$ cat src/rtl/cache_mem_arbiter_pkg.sv
// Shared core types for the cache/memory arbiter: Avalon request/response
// structs, the arbiter FSM state and the port-index width.
package cache_mem_arbiter_pkg;
  localparam int AVN_ADDR_W = 32;
  localparam int AVN_DATA_W = 32;
  localparam int AVN_BE_W   = 4;
  localparam int ARB_IDX_W  = 2;

  typedef struct packed {
    logic                  read;
    logic                  write;
    logic [AVN_ADDR_W-1:0] address;
    logic [AVN_BE_W-1:0]   byte_enable;
    logic [AVN_DATA_W-1:0] writedata;
  } avalon_req_t;

  typedef struct packed {
    logic [AVN_DATA_W-1:0] readdata;
    logic                  waitrequest;
  } avalon_resp_t;

  typedef enum logic {ARB_IDLE, ARB_LOCK} arb_state_t;

  // Round-robin successor of a port index, wrapping at n.
  function automatic logic [ARB_IDX_W-1:0] next_idx(input logic [ARB_IDX_W-1:0] idx, input int n);
    return (int'(idx) == n - 1) ? '0 : idx + 1'b1;
  endfunction
endpackage

$ cat src/rtl/cache_mem_arbiter_rr_arbiter.sv
// Round-robin grant: search starts at ptr and wraps; one-hot grant out.
module rr_arbiter
  import cache_mem_arbiter_pkg::*;
#(
  parameter int NUM_PORTS = 2
) (
  input  logic [NUM_PORTS-1:0] req,
  input  logic [ARB_IDX_W-1:0] ptr,
  output logic [NUM_PORTS-1:0] gnt
);
  logic found;
  int   idx;

  always_comb begin
    gnt   = '0;
    found = 1'b0;
    idx   = 0;
    for (int k = 0; k < NUM_PORTS; k++) begin
      idx = (int'(ptr) + k) % NUM_PORTS;
      for (int j = 0; j < NUM_PORTS; j++) begin
        if (!found && j == idx && req[j]) begin
          gnt[j] = 1'b1;
          found  = 1'b1;
        end
      end
    end
  end
endmodule

$ cat src/rtl/cache_mem_arbiter.sv
// Arbitrates NUM_PORTS cache Avalon masters onto one memory port; grants lock
// while memory stalls. Define ARB_ROUND_ROBIN_EN for round-robin, else fixed priority.
module cache_mem_arbiter
  import cache_mem_arbiter_pkg::*;
#(
  parameter int NUM_PORTS    = 2,
  parameter int LOCK_TIMEOUT = 255
) (
  input  logic                          clk,
  input  logic                          rst_n,
  input  avalon_req_t  [NUM_PORTS-1:0]  port_avn_req,
  output avalon_resp_t [NUM_PORTS-1:0]  port_avn_resp,
  output avalon_req_t                   mem_avn_req,
  input  avalon_resp_t                  mem_avn_resp,
  output logic                          timeout_err
);
  localparam int CNT_W = $clog2(LOCK_TIMEOUT + 2);

  arb_state_t           state_q, state_d;
  logic [ARB_IDX_W-1:0] owner_q, owner_d;
  logic [ARB_IDX_W-1:0] rd_owner_q, rd_owner_d;
  logic                 rd_pending_q, rd_pending_d;
  logic [CNT_W-1:0]     lock_cnt_q, lock_cnt_d;

  logic [NUM_PORTS-1:0] req_vec;
  logic                 idle_vld, gnt_vld, xfer_acc, timeout;
  logic [ARB_IDX_W-1:0] idle_idx, gnt_idx;
  avalon_req_t          gnt_req;

  always_comb
    for (int i = 0; i < NUM_PORTS; i++) req_vec[i] = port_avn_req[i].read | port_avn_req[i].write;

`ifdef ARB_ROUND_ROBIN_EN
  logic [ARB_IDX_W-1:0] rr_ptr_q, rr_ptr_d;
  logic [NUM_PORTS-1:0] rr_gnt;

  rr_arbiter #(.NUM_PORTS(NUM_PORTS)) u_rr_arbiter (.req(req_vec), .ptr(rr_ptr_q), .gnt(rr_gnt));

  always_comb begin
    idle_vld = |rr_gnt;
    idle_idx = '0;
    for (int i = 0; i < NUM_PORTS; i++) if (rr_gnt[i]) idle_idx = ARB_IDX_W'(i);
    rr_ptr_d = xfer_acc ? next_idx(gnt_idx, NUM_PORTS) : rr_ptr_q;
  end

  always_ff @(posedge clk or negedge rst_n)
    if (!rst_n) rr_ptr_q <= '0;
    else        rr_ptr_q <= rr_ptr_d;
`else
  always_comb begin
    idle_vld = |req_vec;
    idle_idx = '0;
    for (int i = NUM_PORTS - 1; i >= 0; i--) if (req_vec[i]) idle_idx = ARB_IDX_W'(i);
  end
`endif

  // A locked owner is forwarded whether or not a higher-priority port has appeared.
  always_comb begin
    gnt_vld = 1'b0;
    gnt_idx = '0;
    if (state_q == ARB_LOCK) begin
      gnt_vld = 1'b1;
      gnt_idx = owner_q;
    end else if (idle_vld) begin
      gnt_vld = 1'b1;
      gnt_idx = idle_idx;
    end
    gnt_req = port_avn_req[0];
    for (int i = 0; i < NUM_PORTS; i++) if (gnt_idx == ARB_IDX_W'(i)) gnt_req = port_avn_req[i];
    xfer_acc = gnt_vld & ~mem_avn_resp.waitrequest;
  end

  always_ff @(posedge clk or negedge rst_n) begin
    if (!rst_n) begin
      state_q      <= ARB_IDLE;
      owner_q      <= '0;
      rd_owner_q   <= '0;
      rd_pending_q <= 1'b0;
      lock_cnt_q   <= '0;
    end else begin
      state_q      <= state_d;
      owner_q      <= owner_d;
      rd_owner_q   <= rd_owner_d;
      rd_pending_q <= rd_pending_d;
      lock_cnt_q   <= lock_cnt_d;
    end
  end

  always_comb begin
    state_d      = state_q;
    owner_d      = owner_q;
    lock_cnt_d   = lock_cnt_q;
    timeout      = 1'b0;
    rd_pending_d = xfer_acc & gnt_req.read;
    rd_owner_d   = (xfer_acc & gnt_req.read) ? gnt_idx : rd_owner_q;
    case (state_q)
      ARB_IDLE: begin
        lock_cnt_d = '0;
        if (gnt_vld && mem_avn_resp.waitrequest) begin
          state_d = ARB_LOCK;
          owner_d = gnt_idx;
        end
      end
      ARB_LOCK: begin
        if (!mem_avn_resp.waitrequest) begin
          state_d    = ARB_IDLE;
          lock_cnt_d = '0;
        end else begin
          lock_cnt_d = lock_cnt_q + 1'b1;
          // Timeout drops the lock only; the master's request stays up and re-arbitrates.
          if (LOCK_TIMEOUT != 0 && lock_cnt_d == CNT_W'(LOCK_TIMEOUT)) begin
            timeout    = 1'b1;
            state_d    = ARB_IDLE;
            lock_cnt_d = '0;
          end
        end
      end
      default: state_d = ARB_IDLE;
    endcase
  end

  always_comb begin
    mem_avn_req       = port_avn_req[0];
    mem_avn_req.read  = 1'b0;
    mem_avn_req.write = 1'b0;
    if (gnt_vld) mem_avn_req = gnt_req;
    timeout_err = timeout;
    for (int i = 0; i < NUM_PORTS; i++) begin
      port_avn_resp[i].waitrequest = req_vec[i];
      port_avn_resp[i].readdata    = '0;
      if (gnt_vld && gnt_idx == ARB_IDX_W'(i)) port_avn_resp[i].waitrequest = mem_avn_resp.waitrequest;
      if (rd_pending_q && rd_owner_q == ARB_IDX_W'(i)) port_avn_resp[i].readdata = mem_avn_resp.readdata;
    end
    if (!rst_n) begin
      mem_avn_req.read  = 1'b0;
      mem_avn_req.write = 1'b0;
      timeout_err       = 1'b0;
      for (int i = 0; i < NUM_PORTS; i++) port_avn_resp[i].waitrequest = 1'b1;
    end
  end
endmodule

$ cat config.mk
export PLATFORM = sky130hd
export DESIGN_NAME = cache_mem_arbiter
export DESIGN_NICKNAME = d
export VERILOG_FILES = /design/src/rtl/cache_mem_arbiter_pkg.sv /design/src/rtl/cache_mem_arbiter_rr_arbiter.sv /design/src/rtl/cache_mem_arbiter.sv
export SDC_FILE = /design/constraint.sdc
export NUM_CORES = 1
export LEC_CHECK = 0
export ABC_CLOCK_PERIOD_IN_PS = 1700
export BUFFER_PORTS_ARGS = -buffer_cell sky130_fd_sc_hd__buf_2
export CAP_MARGIN = 10
export CORE_AREA = 2 2 121 123
export CTS_BUF_LIST = sky130_fd_sc_hd__clkbuf_16
export DETAILED_ROUTE_END_ITERATION = 7
export DIE_AREA = 0 0 123 125
export PLACE_DENSITY = 0.52
export SKIP_LAST_GASP = 1
export SLEW_MARGIN = 30
export SYNTH_ARGS = -nofsm -noshare
export SYNTH_HDL_FRONTEND = slang
export SYNTH_HIERARCHICAL = 1
export SYNTH_SLANG_ARGS = --single-unit
$ cat constraint.sdc
create_clock -name clk -period 1.7 [get_ports clk]
set_clock_uncertainty 0.1 [all_clocks]
set_input_delay 0.085 -clock clk [delete_from_list [all_inputs] [get_ports clk]]
set_output_delay 0.085 -clock clk [all_outputs]
set_load 0.02 [all_outputs]
==> reports/metrics.yaml <==
place:
  placement.io_buffers: 311
  dp_hpwl_um: 9880
  gp_congestion: 0.896
timing:
  worst_pin_slew_ns: 0.264
  relSlewSlack_pct: 82.4
  hold_ws_ns: 0.0686
  min_period_ns: 2.12
  worst_slack_ns: -0.420
  max_freq_mhz: 472
  finalHoldViolCount: 0
  setup_violations: 80
  drv_slew: 0
  grt_setup_unrepaired: "yes"
  fin_crit_sh_pct: 125
floorplanning:
  ioPinCount: 312
  die_w_um: 123
  die-area_sq_um: 15400
  num_rows: 44
  die_height_um: 125
  fp.coreArea_sq_um: 14200
  start_util_pct: 15.1
yosys:
  synth_area_leaders: "mux2_2, and2_1, dfrtp_1"
  async_reset_ff_share_pct: 100
  synthCells: 243
  synth-seq-cells: 15
  synth_nets: 420
  ys.flop_type: "dfrtp_1"
  yosys_warnings: 6
  ys_types: 34
  avgSynthCellArea_sq_um: 8.83
  synth_edf_count: 0
  synth-seq-area-share_pct: 17.5
  synth_top_area_cell: "mux2_2"
  synth_top_area_share_pct: 35.7
  syn-cell-area_sq_um: 2140
pwr:
  swShare_pct: 38.8
  netSwitchingPower_uw: 922
  power_uw: 2380
  power.leakage_uw: 0.00266
  p_int_uw: 1460
  pwr-share-clk_pct: 19.1
  power.density_nw_per_um2: 514
  peakVddDrop_v: 0.000430
  combPwrFrac_pct: 65.0
  pwr-share-seq_pct: 15.9
layout:
  final_common_cell: "buf_2"
  areaGrowthSynthToFinish_pct: 116
  multi_input_area_sq_um: 1970
  finalNetCount: 760
  regArea_sq_um: 375
  drive_gt1_share_pct: 75.4
  layout_common_cells: "buf_2, mux2_4, and2_1"
  fillCellCount: 1512
cts:
  htreeDepth: 1
  clockBufferDepth: 2
  insertion_delay_ns: 0.25
  cts-root-buf: "clkbuf_16"
  cts_tree: "yes"
  clk_pin_slew_ns: 0.05
  cts_sinks: 15
  cts_made_buffers: 3
global_routing:
  antenna_found_initial: 3
  grt_pass1_wl_um: 15400
  grt_pass1_vias: 2992
  grt-ovfl-total: 0
  grt_usage_pct: 12.8
  grt_max_degree: 33
worst_setup_path:
  path_cells: "or3_4, o22ai_4, buf_12, buf_4, mux2_2, buf_2"
  crit_fanout: 12
  reg2reg_from: "lock_cnt_q[1]$_DFF_PN0_"
  cpPeakStageDelay_ns: 0.37
  required_ns: 1.51
  slowest_stage: "dfrtp_1"
  worst-setup-path-type: "reg2out"
  cp-end-kind: "primary output"
  worstPathArrival_ns: 1.93
  start_kind: "flop"
  startpoint: "state_q$_DFF_PN0_"
hold_path:
  hp-class: "in2reg"
  hold_start: "mem_avn_resp[0]"
routing:
  drt_iter0_markers: 112
  wl_per_cell_um: 14.6
  first_pass_iters: 4
  vias: 3157
  drt_wl_total_um: 11200
  antenna_left: 0
  drc: 0
  viasPerCell: 4.11
run_status:
  violations: "setup timing"
  outcome: "finished, violations left"
flow_run:
  max-cap-violations: 0
-- worst paths after layout --
kind	to	slack, ns	cells after the start
max	mem_avn_req[10]	-0.42	6
min	state_q$_DFF_PN0_	0.07	3
max reg2reg	lock_cnt_q[1]$_DFF_PN0_	-0.21	7
min reg2reg	rd_owner_q[0]$_DFFE_PN0P_	0.45	1
max in group asynchronous	owner_q[0]$_DFFE_PN0P_	0.96	3
min in group asynchronous	lock_cnt_q[3]$_DFF_PN0_	0.13	2
-- cells in the mapped netlist (3+ instances only) --
cell type and n:
mux2_2 68, xnor2_1 3, dfrtp_1 15, xor2_1 3
a31oi_1 3, inv_1 6, clkbuf_1 8, a211oi_1 5
buf_6 7, nor2_1 6, and2_1 64, nor3b_1 3
nand2_1 11, nand3_1 7, a21oi_1 5, o21ai_0 5
-- repair_timing --
| action | CTS | global route |
|---|---|---|
| hold buffers | 1 | 0 |
| resized for setup | 14 | 4 |
| buffers inserted | 4 | 3 |
| hold endpoints to repair | 15 | 0 |
| cloned | 0 | 0 |
| setup endpoints to repair | 80 | 81 |
| pin swaps | 6 | 2 |
-- cell type report --
cell class,count,share of cell area (%)
Timing Repair Buffer,351,42.2
Clock inverter,1,0.0811
Tap cell,184,4.97
Antenna cell,2,0.108
Inverter,6,0.486
Sequential cell,15,8.11
Multi-Input combinational cell,206,42.5
Clock buffer,3,1.62
-- flip-flops by register name, summed over array words and instances, names as in the netlist --
signal and flops:
lock_cnt_q 9, owner_q 2, rd_owner_q 2, rd_pending_q 1, state_q 1
-- through the flow --
step	util [%]	cells	area [sq um]	setup TNS [ns]	setup slack, ns
2_1_floorplan	-	243	2440	-1.27	-0.0686
4_1_cts	32.3	763	4590	-31.21	-0.452
6_report	32.6	768	4630	-29.16	-0.420
5_1_grt	32.6	767	4630	-36.02	-0.511
3_5_place_dp	31.1	754	4410	-12.51	-0.188
3_3_place_gp	31.1	754	4410	-10.54	-0.161
-- worst max-delay path, delay by kind of cell (launching register included) --
family / cells / cell delay [ns]
and+or+nand+nor: 1 / 0.35
DFF: 1 / 0.37
AOI/OAI and AO/OA: 1 / 0.14
buffers and inverters: 3 / 0.50
muxes: 1 / 0.33
-- cells by family after synthesis --
group | synth area share (%)
and+or+nand+nor | 27.9
muxes | 36.2
AOI/OAI and AO/OA | 8.40
buffers and inverters | 6.36
DFF | 17.5
xor gates and xnor gates | 2.45
adders and majority gates | 1.17
-- power by group through the flow --
| stage | Clock, uW | Sequential, uW | Combinational [uW] |
|---|---|---|---|
| 2_1_floorplan | 0 | 384 | 949 |
| 3_3_place_gp | 0 | 382 | 1520 |
| 3_5_place_dp | 0 | 383 | 1530 |
| 4_1_cts | 473 | 378 | 1550 |
| 5_1_grt | 484 | 380 | 1660 |
| 6_report | 454 | 378 | 1550 |
-- layer usage --
layer  GRT usage (%)  vias up  routed length [um]
met5               0        -                   0
met2            24.6      125                5960
met4            3.21        0                 140
met3            1.82       13                 922
li1                -     1527                   -
met1            14.5     1492                4210
(Power assumes the default switching activity.)
